`src/rtl/dot_scoreboard.sv`:
```
// dot_scoreboard
//   Scans the dot grid's `show` vector one bit per clock, compares each bit
//   with the value seen on the previous pass, and turns newly-absent dots
//   (0 -> 1) into score increments and eat pulses. Once per pass it
//   publishes the number of dots still present and flags level clear.
//
// Ports
//   Clk          system clock (only clock)
//   Reset        synchronous, active-high reset
//   show         dot grid state, bit i = 1 means dot i is absent
//   score_clr    synchronous clear of score only
//   score        accumulated score, saturating at all-ones
//   dots_left    count of present dots from the last completed pass
//   eat_pulse    one-cycle pulse per detected eaten dot
//   pass_done    one-cycle pulse when a pass result is published
//   level_clear  one-cycle pulse when dots_left becomes 0 from nonzero
module dot_scoreboard #(
  parameter int N_DOTS  = 308,
  parameter int POINTS  = 10,
  parameter int SCORE_W = 16
) (
  input  logic               Clk,
  input  logic               Reset,
  input  logic [N_DOTS-1:0]  show,
  input  logic               score_clr,
  output logic [SCORE_W-1:0] score,
  output logic [8:0]         dots_left,
  output logic               eat_pulse,
  output logic               pass_done,
  output logic               level_clear
);

  localparam int IDX_W = $clog2(N_DOTS);
  localparam logic [IDX_W-1:0] IDX_LAST = IDX_W'(N_DOTS - 1);
  localparam logic [IDX_W-1:0] IDX_ONE  = IDX_W'(1);
  localparam logic [SCORE_W:0] PTS      = (SCORE_W + 1)'(POINTS);

  // PRIME: first pass after reset only loads the snapshot.
  localparam logic [0:0] PRIME = 1'b0;
  localparam logic [0:0] RUN   = 1'b1;

  logic [0:0]         state;
  logic [0:0]         state_next;
  logic [IDX_W-1:0]   idx;
  logic [N_DOTS-1:0]  snap;
  logic [8:0]         acc;

  logic               cur;
  logic               prev;
  logic               wrap;
  logic               primed;
  logic               eat;
  logic [8:0]         acc_next;
  logic [SCORE_W:0]   score_sum;
  logic [SCORE_W-1:0] score_sat;

  // Sample the current bit and derive eat/count/wrap conditions.
  always_comb begin
    cur       = show[idx];
    prev      = snap[idx];
    wrap      = (idx == IDX_LAST);
    primed    = (state == RUN);
    eat       = primed && !prev && cur;
    acc_next  = acc + {8'd0, ~cur};
    // One extra bit catches the carry out so saturation is a single test.
    score_sum = {1'b0, score} + PTS;
    if (score_sum[SCORE_W]) begin
      score_sat = {SCORE_W{1'b1}};
    end else begin
      score_sat = score_sum[SCORE_W-1:0];
    end
  end

  // Priming state: leaves PRIME on the first wrap, only Reset returns.
  always_comb begin
    case (state)
      PRIME:   state_next = wrap ? RUN : PRIME;
      RUN:     state_next = RUN;
      default: state_next = PRIME;
    endcase
  end

  // State register, scan index, snapshot and zero-bit accumulator.
  always_ff @(posedge Clk) begin
    if (Reset) begin
      state <= PRIME;
      idx   <= '0;
      snap  <= '0;
      acc   <= 9'd0;
    end else begin
      state     <= state_next;
      snap[idx] <= cur;
      if (wrap) begin
        idx <= '0;
        acc <= 9'd0;
      end else begin
        idx <= idx + IDX_ONE;
        acc <= acc_next;
      end
    end
  end

  // Score and eat pulse; a clear in the same cycle as an eat wins.
  always_ff @(posedge Clk) begin
    if (Reset) begin
      score     <= '0;
      eat_pulse <= 1'b0;
    end else begin
      eat_pulse <= eat;
      if (score_clr) begin
        score <= '0;
      end else if (eat) begin
        score <= score_sat;
      end else begin
        score <= score;
      end
    end
  end

  // Per-pass publication: dots_left, pass_done and level_clear together.
  always_ff @(posedge Clk) begin
    if (Reset) begin
      dots_left   <= 9'd0;
      pass_done   <= 1'b0;
      level_clear <= 1'b0;
    end else if (wrap) begin
      dots_left   <= acc_next;
      pass_done   <= 1'b1;
      level_clear <= primed && (acc_next == 9'd0) && (dots_left != 9'd0);
    end else begin
      dots_left   <= dots_left;
      pass_done   <= 1'b0;
      level_clear <= 1'b0;
    end
  end

endmodule

```
`config.mk`:
```
export PLATFORM = sky130hd
export DESIGN_NAME = dot_scoreboard
export DESIGN_NICKNAME = d
export VERILOG_FILES = /design/src/rtl/dot_scoreboard.sv
export SDC_FILE = /design/constraint.sdc
export NUM_CORES = 1
export LEC_CHECK = 0
export BUFFER_PORTS_ARGS = -buffer_cell sky130_fd_sc_hd__buf_2
export CAP_MARGIN = 5
export CORE_MARGIN = 2
export CORE_UTILIZATION = 46
export CTS_CLUSTER_DIAMETER = 100
export DETAILED_ROUTE_END_ITERATION = 6
export PLACE_DENSITY_LB_ADDON = 0.12
export SETUP_SLACK_MARGIN = 0.5
export SYNTH_ARGS = -nofsm -noshare
export SYNTH_HDL_FRONTEND = slang
export SYNTH_SLANG_ARGS = --single-unit
```
`constraint.sdc`:
```
create_clock -name Clk -period 5.7 [get_ports Clk]
set_input_delay 0.57 -clock Clk [delete_from_list [all_inputs] [get_ports Clk]]
set_output_delay 0.57 -clock Clk [all_outputs]
set_load 0.005 [all_outputs]
```
==> metrics <==
#FFs+latches synth=355; clk_lat worst skew=0.55 ns; TNS Setup=0 ns; vias per cell=6.70; RSZ-0062 raised after global routing=false; Max Cap Viol=0; DRT Wirelength=66600 um; VDD IR max=0.211 mV; worst hold path type=in -> reg; H-tree depth=2; Die Y=204 um; share of cells above drive strength 1=30.1%; Max Root-Sink Buffers=3; Switching Share=26.4%; num ports=339; WP data required=6.05 ns; Post-synth ARST share=0%; Min Clock Period, post-route=4.74 ns; Setup crit end kind=flop; switching pwr=0.00156 W; startpoint types=flop; core area=39700 um2; Sequential Power Share=42.3%; Post-Synthesis Cells=1841; skew final=0.0228 ns; signal arrival time at the worst endpoint=5.09 ns; Synth Net Count=2159; Final Max Tran Viols=0; vias in the first global route=15800; Worst Max-Slew Pin Slew=1.21 ns; Syn-to-layout area delta=17.0%; crit-path max FO=205; Post-layout nets=2329; Yosys Warn Count=0; Inst Count DP=2493; die span in x=204 um; Lkg Pwr=7.18 nW; area of the die=41800 um2; period utilization=83.2%; Pwr per Cell Area=274 nW/um2; post-route setup slack=0.959 ns; GP Congestion=0.844; TritonCTS clock tree=built; Port Buffers=338; prevailing post-synth register cell=dfxtp_1; fmax=211 MHz; drc violations=0; clock-pin slew on the worst setup and hold paths=0.06 ns; Rel. slew slack=19.5%; DP Worst Slack=0.713 ns; first-pass GRT wire length=98100 um; num rows=73; total CTS buffers=40; fill count=3533; total gr overflow=0; Mapped Area=18500 um2; Initial Util=46.5%; largest net degree at the start of global routing=206; power share of the clock group=43.9%; Mean Syn Cell Area=10.0 um2; internal power=0.00437 W; clk sinks=355; Initial DRC Count=1949; number of routed nets with antenna violations=0; Setup violations, final=0; distinct cell type count after synthesis=62; number of antenna violations at the first check in global routing=1; wire per inst=25.9 um; status=completed; vias post-DR=17200; post-route insts no fill=2569; gr usage total=30.3%; Final Hold Fails=0; Root Buffer=clkbuf_16; dpl hpwl=42600 um; first-pass iteration count of the detailed router=7; Crit Path Class=reg -> reg; Logic pwr share=13.8%; Post-synth EDFFs=0; register area share after synthesis=38.5%
## kinds of logic after synthesis
family	after synthesis	share of synthesized area, %
compound gates	778	29.4
fa+ha+maj	7	0.474
mux	193	18.7
simple gates	214	5.82
buf+inv	280	6.49
flops	355	38.5
xor+xnor	14	0.664
## cell type report
type                    count  area, um2  area share [%]
multi-input cells        1206      10200            47.4
flip-flops and latches    355       7120            32.9
repair buffers            397       2230            10.3
clock buffers              67       1270            5.89
well taps                 525        657            3.04
clock inverters             7       67.6           0.312
inverters                  11       41.3           0.191
diodes                      1       2.50          0.0116
## cells in the mapped netlist, drive strengths merged, types with 8 or more instances
master | n | area share [%]
nand2 | 33 | 0.67
inv | 10 | 0.20
a21oi | 337 | 9.1
nand4 | 9 | 0.30
mux4 | 121 | 15
a22oi | 64 | 2.6
nor2b | 8 | 0.27
clkbuf | 201 | 4.1
and2 | 22 | 0.76
nor2 | 69 | 1.4
a22o | 8 | 0.38
buf | 68 | 2.2
mux2i | 72 | 3.9
a311oi | 317 | 15
a211oi | 13 | 0.56
xor2 | 8 | 0.38
dfxtp | 355 | 38
nand3 | 31 | 0.84
## critical path, cell delays in order (launching register included)
cell and delay (ns):
dfxtp_4 0.54, buf_12 0.36, mux4_2 0.37, a22oi_1 0.29, a21oi_1 0.18, o41ai_1 0.68, nand4b_1 0.34, nor2_4 0.19
buf_4 0.52, buf_16 0.67, a311oi_1 0.20
## worst paths after layout
path | from | end | slack [ns] | depth (start not counted)
setup / recovery | idx[1] | snap[215] | 0.96 | 10
hold / removal | score_clr | score[0] | 0.29 | 3
setup reg to reg | idx[1] | snap[215] | 0.96 | 10
hold reg to reg | score[0] | score[0] | 0.49 | 1
## placed cells by master (no fill, tap or decap), drive strengths merged, types with 8 or more instances in the layout
master and count:
dfxtp 355, a21oi 337, mux2i 72, buf 397, and2 22, a211oi 13
xor2 8, a22o 8, inv 12, mux4 121, clkbuf 67, nand2 33
nor2 69, nand4 9, nor2b 8, a311oi 317, nand3 31, a22oi 64
## state kept, by name, indices dropped and copies added, names as in the netlist
name and flops:
snap 308, level_clear 1, score 16, acc 9, eat_pulse 1, pass_done 1, dots_left 9, primed 1
idx 9
## power by group through the flow
stage	sequential (W)	clock (W)	combinational, W
global route	0.00251	0.00275	0.000857
CTS	0.00251	0.00264	0.000794
detailed placement	0.00257	0	0.000791
floorplan	0.00255	0	0.000526
finish	0.00251	0.00261	0.000819
global placement	0.00257	0	0.000785
## timing repair
| item | in CTS | in global routing |
|---|---|---|
| endpoints found under the setup margin | 0 | 203 |
| resized for setup | 0 | 1 |
| hold buffers | 0 | 0 |
| setup buffers | 0 | 1 |
## through the flow
step                      cell area, um2  hold WS (ns)  util, %  total power [W]
after detailed placement           20300         0.480     51.0          0.00336
after CTS                          21600         0.280     54.4          0.00595
after floorplan                    18500         0.447        -          0.00307
final                              21600         0.288     54.4          0.00593
after global routing               21600         0.309     54.4          0.00611
after global placement             20300         0.467     51.0          0.00335
## layer usage
metal / share of wire [%] / up-vias / global-route usage, %
li1: - / 7814 / -
met1: 43 / 8410 / 43.3
met2: 45 / 892 / 45.9
met3: 8.9 / 107 / 5.64
met4: 3.0 / 2 / 10.1
met5: 0.12 / - / 1.43
(Power assumes the default switching activity.)
